File: src/rtl/adc_frame_seq.sv
// Serial ADC frame sequencer: emits HEAD then ch1..ch4 as 14-bit MSB-first words,
// each framed by cs, with single-shot, continuous and abort control.
module adc_frame_seq #(
  parameter int          DIV  = 2,
  parameter int          GAP  = 4,
  parameter logic [13:0] HEAD = 14'h0FFF
) (
  input  logic        clk,
  input  logic        rstn,
  input  logic        start,
  input  logic        cont,
  input  logic        abort,
  input  logic [13:0] ch1,
  input  logic [13:0] ch2,
  input  logic [13:0] ch3,
  input  logic [13:0] ch4,
  output logic        sck,
  output logic        cs,
  output logic        mosi,
  output logic        busy,
  output logic        done,
  output logic [7:0]  frame_cnt
);

  localparam int DW = (DIV > 1) ? $clog2(DIV) : 1;
  localparam int GW = (GAP > 1) ? $clog2(GAP) : 1;

  typedef enum logic [1:0] {S_IDLE, S_SHIFT, S_GAP} state_t;

  state_t            state_q, state_d;
  logic [DW-1:0]     div_q, div_d;
  logic [GW-1:0]     gap_q, gap_d;
  logic [3:0]        bit_q, bit_d;
  logic [2:0]        word_q, word_d;
  logic [13:0]       sr_q, sr_d;
  logic [3:0][13:0]  sh_q, sh_d;
  logic              sck_q, sck_d;
  logic              cs_q, cs_d;
  logic              mosi_q, mosi_d;
  logic              busy_q, busy_d;
  logic [7:0]        fc_q, fc_d;
  logic              done_c;
  logic              launch;
  logic [13:0]       nxt_word;

  function automatic logic [13:0] word_sel(input logic [2:0] idx,
                                           input logic [3:0][13:0] sh);
    case (idx)
      3'd1:    word_sel = sh[0];
      3'd2:    word_sel = sh[1];
      3'd3:    word_sel = sh[2];
      3'd4:    word_sel = sh[3];
      default: word_sel = HEAD;
    endcase
  endfunction

  always_comb begin
    state_d  = state_q;
    div_d    = div_q;
    gap_d    = gap_q;
    bit_d    = bit_q;
    word_d   = word_q;
    sr_d     = sr_q;
    sh_d     = sh_q;
    sck_d    = sck_q;
    cs_d     = cs_q;
    mosi_d   = mosi_q;
    busy_d   = busy_q;
    fc_d     = fc_q;
    done_c   = 1'b0;
    launch   = 1'b0;
    nxt_word = word_sel(word_q + 3'd1, sh_q);

    case (state_q)
      S_IDLE: begin
        if (start) launch = 1'b1;
      end
      S_SHIFT: begin
        if (div_q == DW'(DIV - 1)) begin
          div_d = '0;
          if (!sck_q) begin
            sck_d = 1'b1;
          end else if (bit_q == 4'd13) begin
            sck_d   = 1'b0;
            cs_d    = 1'b1;
            gap_d   = '0;
            state_d = S_GAP;
          end else begin
            // Next bit presented at the start of the low phase.
            sck_d  = 1'b0;
            bit_d  = bit_q + 4'd1;
            sr_d   = {sr_q[12:0], 1'b0};
            mosi_d = sr_q[12];
          end
        end else begin
          div_d = div_q + 1'b1;
        end
      end
      S_GAP: begin
        if (gap_q == GW'(GAP - 1)) begin
          if (word_q != 3'd4) begin
            word_d  = word_q + 3'd1;
            sr_d    = nxt_word;
            mosi_d  = nxt_word[13];
            cs_d    = 1'b0;
            div_d   = '0;
            bit_d   = '0;
            state_d = S_SHIFT;
          end else begin
            done_c = 1'b1;
            fc_d   = fc_q + 8'd1;
            if (cont || start) begin
              launch = 1'b1;
            end else begin
              state_d = S_IDLE;
              busy_d  = 1'b0;
              mosi_d  = 1'b0;
            end
          end
        end else begin
          gap_d = gap_q + 1'b1;
        end
      end
      default: state_d = S_IDLE;
    endcase

    if (launch) begin
      sh_d    = {ch4, ch3, ch2, ch1};
      word_d  = '0;
      sr_d    = HEAD;
      mosi_d  = HEAD[13];
      cs_d    = 1'b0;
      sck_d   = 1'b0;
      busy_d  = 1'b1;
      div_d   = '0;
      bit_d   = '0;
      state_d = S_SHIFT;
    end

    // Abort wins over any launch or completion decided above.
    if (abort && state_q != S_IDLE) begin
      state_d = S_IDLE;
      sh_d    = sh_q;
      cs_d    = 1'b1;
      sck_d   = 1'b0;
      mosi_d  = 1'b0;
      busy_d  = 1'b0;
      done_c  = 1'b0;
      fc_d    = fc_q;
    end
  end

  always_ff @(posedge clk or negedge rstn) begin
    if (!rstn) begin
      state_q <= S_IDLE;
      div_q   <= '0;
      gap_q   <= '0;
      bit_q   <= '0;
      word_q  <= '0;
      sr_q    <= '0;
      sh_q    <= '0;
      sck_q   <= 1'b0;
      cs_q    <= 1'b1;
      mosi_q  <= 1'b0;
      busy_q  <= 1'b0;
      fc_q    <= '0;
    end else begin
      state_q <= state_d;
      div_q   <= div_d;
      gap_q   <= gap_d;
      bit_q   <= bit_d;
      word_q  <= word_d;
      sr_q    <= sr_d;
      sh_q    <= sh_d;
      sck_q   <= sck_d;
      cs_q    <= cs_d;
      mosi_q  <= mosi_d;
      busy_q  <= busy_d;
      fc_q    <= fc_d;
    end
  end

  assign sck       = sck_q;
  assign cs        = cs_q;
  assign mosi      = mosi_q;
  assign busy      = busy_q;
  assign done      = done_c;
  assign frame_cnt = fc_q;

endmodule

File: config.mk
export PLATFORM = sky130hd
export DESIGN_NAME = adc_frame_seq
export DESIGN_NICKNAME = d
export VERILOG_FILES = /design/src/rtl/adc_frame_seq.sv
export SDC_FILE = /design/constraint.sdc
export NUM_CORES = 1
export LEC_CHECK = 0
export CORE_AREA = 2 2 106 87
export DETAILED_ROUTE_END_ITERATION = 7
export DIE_AREA = 0 0 108 89
export GPL_TIMING_DRIVEN = 0
export PLACE_DENSITY = 0.76
export RECOVER_POWER = 100
export SETUP_SLACK_MARGIN = 0.05
export SYNTH_ARGS = -nofsm -noshare
export SYNTH_HDL_FRONTEND = slang
export SYNTH_SLANG_ARGS = --single-unit
File: constraint.sdc
create_clock -name clk -period 2.2 [get_ports clk]
set_input_delay 0.33 -clock clk [delete_from_list [all_inputs] [get_ports clk]]
set_output_delay 0.33 -clock clk [all_outputs]
set_load 0.005 [all_outputs]
==> metrics, run 1 <==
most common cell in the synthesized netlist=dfrtp_1; P_sw=2666 µW; Fin Setup TNS=0 ns; clock share of power=16.3%; simple-gate share of the synthesized area=9.665%; CP peak stage delay=0.42 ns; worst hold slack=0.4762 ns; Synth Area per Inst=11.75 µm²; Die Ht=89 µm; main flop type after synthesis=dfrtp_1; unrepaired setup endpoints after global routing=true; Post-synth EDFFs=0; CP required=2.45 ns; gpl congestion=0.8264; Syn Std Cell Area=4441 µm²; sequential area share after synthesis=52.44%; post-DP HPWL=7.363 mm; core area=8446 µm²; Die W=108 µm; worst-path fanout max=6; most used cell, CP=buf_6; Synth Register Bits=93; starting density of the core=52.58%; crit-path leading delay family=buffers and inverters; Yosys Warn Count=0; status=complete, no violations; clk sinks=93; Synth Area in XOR/XNOR=2.339%; clk root buf=clkbuf_8; CTS Buffer Depth=2; # port buffers=73; CP arrival=2.43 ns; first-pass GRT wire length=18.69 mm; Crit Reg-Reg Endpoint=sh_q[39]; Leak=0.002650 µW; Max-cap violations=0; unique cell type count in the Yosys netlist=51; worst path bufs/invs=6; vias in the first global route=3,572; TritonRoute pass-1 iters=6; 1st-iter DRT viols=274; adder-cell share of the synthesized area=3.663%; top cells by count, synth=92 x dfrtp_1, 47 x nor2_1, 40 x mux2_1; Final Cycle Share=99.11%; Peak supply drop=626.0 µV; part of the power in combinational logic=46.3%; fin nets=565; Critical Path Start Type=flop; largest cells by area after synthesis=dfrtp_1 52%, mux2_1 10%, mux2_2 4.3%, nor2_1 4.0%, ha_1 3.7%; die area=9612 µm²; crit path cell chain=buf_6 > inv_4 > ha_4 > nand4_1 > buf_6 > a21o_1 > nor2_2 > buf_6 > buf_12 > clkbuf_16 > mux2_4; Worst path depth=11; HP Class=reg2reg; antenna-violating nets left=0; Critical Path Sink=sh_q[39]; kind of critical path=reg2reg; Final WS setup=0.01958 ns; Slew HR=34.22%; Final Skew=0.01235 ns; Worst path slowest cell=dfrtp_1; Worst-path clk slew=0.10 ns; Syn Nets=452; clk_lat worst skew=0.37 ns; worst slack, placed=-0.2404 ns; H-tree Lvls=3; Overflow after GRT=0; ys async rst share=100.0%; CTS tree=yes; share of layout cells above drive strength 1=28.23%; Max Slew Vio Count=0; Register-to-Register Setup Slack=0.02 ns; Hold Fails Final Rpt=0; worst reg2reg path depth=11; Rows=30; placed cell count=564; Routed WL=11.74 mm; count of final setup violators=0; TritonCTS Buffers=9; final non-filler cell total=608; Reg power frac=37.4%; via-per-instance ratio=5.913; worst slew pin tran=0.9867 ns; Sw Ratio=33.91%; post-route DRC violation count=0; mux cell area share after synthesis=15.36%; diode count=0; I/O pins=74; initial antenna violation count=0; worst r2r src=word_q[0]; Tot GR Track Use=25.62%; Critical path origin=word_q[0]; Final min period=2.180 ns; Area Growth Syn to Fin=38.91%; pwr/cell area=1275 nW/µm²; area leader, netlist=dfrtp_1; wire per inst=19.32 µm; internal power=5197 µW; Compound-Gate Fraction of Synth Area=13.02%; largest family of logic cells by synthesized area=multiplexers; post-synth top area share=51.85%; vias post-DR=3,595; Critical Path End Type=flop; largest net degree at the start of global routing=54; cells after synthesis=378; Fmax=458.6 MHz
==> power by group through the flow <==
| stage | combinational [µW] | sequential [µW] | clock [µW] |
|---|---|---|---|
| 2_1_floorplan | 1910 | 2770 | 0 |
| 3_3_place_gp | 2490 | 2870 | 0 |
| 3_5_place_dp | 2600 | 2900 | 0 |
| 4_1_cts | 3430 | 2900 | 1290 |
| 5_1_grt | 3940 | 3030 | 1370 |
| 6_report | 3640 | 2940 | 1280 |
==> state kept, by name, indices dropped and copies added (netlist names), 2 cells and up <==
register and cells:
frame_cnt 8, state_q 2, bit_q 4, sr_q 13, sh_q 56, word_q 3, gap_q 2
==> kinds of logic after synthesis <==
group | Yosys count
buffers and inverters | 30
XOR/XNOR | 11
multiplexers | 61
flip-flops | 93
AO/OA/AOI/OAI | 74
adder cells (fa/ha/maj) | 13
AND/OR/NAND/NOR | 96
==> layout by cell type (no fill, tap or decap), drive strengths merged, types with 3 or more instances in the layout <==
cell / count
xnor2: 7
mux2: 57
a222oi: 13
dfrtp: 92
a31oi: 12
nand2: 18
xor2: 4
a221oi: 13
nand3: 10
nor2: 48
clkbuf: 19
o21ai: 14
buf: 40
mux2i: 4
a21oi: 6
clkdlybuf4s50: 70
clkinv: 3
nor2b: 4
inv: 9
nor3: 4
ha: 13
nand4: 4
==> metal layers <==
layer	GRT usage, %	part of all wire, %	wire length (µm)	up-vias
li1	-	-	-	1616
met4	6.643	1.6	184	0
met5	0	0	0	-
met3	6.341	5.9	697	18
met1	34.89	44	5194	1852
met2	41.68	48	5668	109
==> per-stage QoR <==
stage | util [%] | cell area, µm² | power [µW]
final | 73.04 | 6168 | 7864
after global placement | 62.89 | 5311 | 5364
after floorplan | - | 4441 | 4678
after CTS | 71.60 | 6047 | 7615
after global routing | 73.04 | 6168 | 8339
after detailed placement | 63.19 | 5336 | 5500
==> worst min-delay path by stage <==
stage / start / endpoint / slack [ns] / cells after the start
final: frame_cnt[7] / frame_cnt[7] / 0.48 / 1
after global routing: frame_cnt[7] / frame_cnt[7] / 0.49 / 1
after CTS: frame_cnt[7] / frame_cnt[7] / 0.48 / 1
after detailed placement: rstn / sh_q[22] / 0.36 / 1
after global placement: sh_q[42] / sh_q[42] / 0.46 / 1
after floorplan: rstn / bit_q[0] / 0.03 / 0
==> timing repair <==
item,CTS,global route
hold buffers,1,0
buffers inserted,16,13
gates resized for setup,72,27
pin swaps,4,5
gates cloned,3,1
endpoints found under the hold margin,39,0
endpoints found under the setup margin,72,76
==> cell type report <==
cell class                 count  area, µm²
clock inverter                 6      86.33
timing repair buffer         107       1114
multi-input combinational    255       2197
inverter                       9      36.28
fill                         580       2277
clock buffer                  10      137.6
buffer                        16      128.9
tap                          112      140.1
sequential                    93       2328
No activity file was read; power rests on OpenSTA's default activity.
==> run 2: changes to the inputs <==
- CORE_AREA: 2 2 106 87 -> 2 2 104 86
- DIE_AREA: 0 0 108 89 -> 0 0 106 88
- DONT_BUFFER_PORTS: default -> 1
- PLACE_DENSITY: 0.76 -> 0.67
==> metrics, run 2 (same netlist as run 1, synthesis figures left out) <==
status=complete, but fails checks; failing checks=negative hold slack; post-DP HPWL=6.648 mm; Final Skew=0.01355 ns; wire per inst=18.76 µm; vias in the first global route=3,074; Worst-path clk slew=0.09 ns; clk sinks=93; fin nets=476; Overflow after GRT=0; # port buffers=0; 1st-iter DRT viols=200; Tot GR Track Use=21.52%; first-pass GRT wire length=15.29 mm; H-tree Lvls=3; Final min period=2.110 ns; CTS Buffer Depth=2; max reg flops=56; Area Growth Syn to Fin=15.22%; CP peak stage delay=0.43 ns; Rows=30; TritonCTS Buffers=9; Fmax=474.0 MHz; worst hold slack=-0.3545 ns; Slew HR=67.48%; Area after DPL=4581 µm²; CP required=2.47 ns; crit path cell chain=inv_2 > ha_1 > buf_6 > or3_1 > mux2i_2 > nor3_4 > buf_6 > a221oi_1; I/O pins=74; Critical Path Start Type=flop; Max Slew Vio Count=0; core area=8295 µm²; TritonRoute pass-1 iters=5; commonest non-fill, non-tap cell in the layout=dfrtp_1; Die W=106 µm; commonest non-fill, non-tap cells in the layout=91 x dfrtp_1, 45 x nor2_1, 39 x mux2_1; Fin Setup TNS=0 ns; initial antenna violation count=2; starting density of the core=53.53%; share of layout cells above drive strength 1=21.38%; Die Ht=88 µm; post-route DRC violation count=0; antenna-violating nets left=0; die area=9328 µm²; clk_lat worst skew=0.37 ns; worst-path fanout max=10; Hold Fails Final Rpt=93; Max-cap violations=0; Leak=0.002127 µW; Non-Filler Cell Area, Final=5116 µm²; largest net degree at the start of global routing=94; Tot Pwr=6892 µW; Critical Path End Type=flop; worst slew pin tran=0.4845 ns; Final Cycle Share=95.90%; CTS tree=yes; vias post-DR=3,063; count of final setup violators=0; pwr/cell area=1347 nW/µm²; most used cell, CP=buf_6; kind of critical path=reg2reg; Biggest register=sh_q; gpl congestion=0.8672; via-per-instance ratio=5.890; HP Class=in2async; Peak supply drop=760.6 µV; Routed WL=9.753 mm; Worst path slowest cell=dfrtp_2; CP arrival=2.38 ns; clk root buf=clkbuf_8
==> run 2: through the flow <==
step           hold slack [ns]  setup WS [ns]  instances  utilization [%]
4_1_cts                -0.3745        0.01820        511            59.00
6_report               -0.3545        0.09011        520            61.67
3_5_place_dp           0.03550        -0.2919        490            55.22
3_3_place_gp           0.03608        -0.2517        490            55.22
5_1_grt                -0.3869      -0.008909        520            61.67
2_1_floorplan          0.03441         0.1332        378                -
==> run 2: worst paths after layout <==
check	start	endpoint	slack, ns	depth (start not counted)
max in group asynchronous	rstn	cs	2.32	0
hold / removal	rstn	sh_q[37]	-0.35	0
setup / recovery	word_q[0]	sr_q[9]	0.09	8
min in group clk	ch3[10]	sh_q[38]	0.09	1
setup reg to reg	word_q[0]	sr_q[9]	0.09	8
hold reg to reg	sh_q[44]	sh_q[44]	0.49	1
==> run 2: routing by layer <==
layer	wire length (µm)	up-vias	track usage [%]
met3	496	11	7.738
met2	4424	71	34.08
met4	93	2	5.981
met1	4724	1538	28.40
li1	-	1441	-
met5	13	-	0
==> run 2: power by group <==
group | total (µW) | internal [µW] | switching (µW)
clock | 1190 | 594 | 598
combinational | 2810 | 1440 | 1370
sequential | 2890 | 2450 | 447
total | 6890 | 4480 | 2410
==> run 2: final cells by class <==
class / instances / area (µm²)
sequential: 93 / 2330
inverter: 9 / 33.78
fill: 679 / 3179
clock buffer: 12 / 155.1
buffer: 21 / 198.9
timing repair buffer: 13 / 125.1
clock inverter: 4 / 55.05
antenna: 1 / 2.502
tap: 112 / 140.1
multi-input combinational: 255 / 2076
==> run 2: what timing repair did <==
item,CTS,global route
gates resized for setup,20,38
cloned,0,3
pin swaps,2,4
endpoints found under the hold margin,93,93
setup endpoints to repair,77,73
buffers inserted,5,5
==> run 2: worst max-delay path, delay by kind of cell, from the launching register on <==
family                   cells  cell delay, ns
adder cells (fa/ha/maj)      1            0.21
buffers and inverters        3            0.34
flip-flops                   1            0.43
AO/OA/AOI/OAI                1            0.25
multiplexers                 1            0.27
AND/OR/NAND/NOR              2            0.49
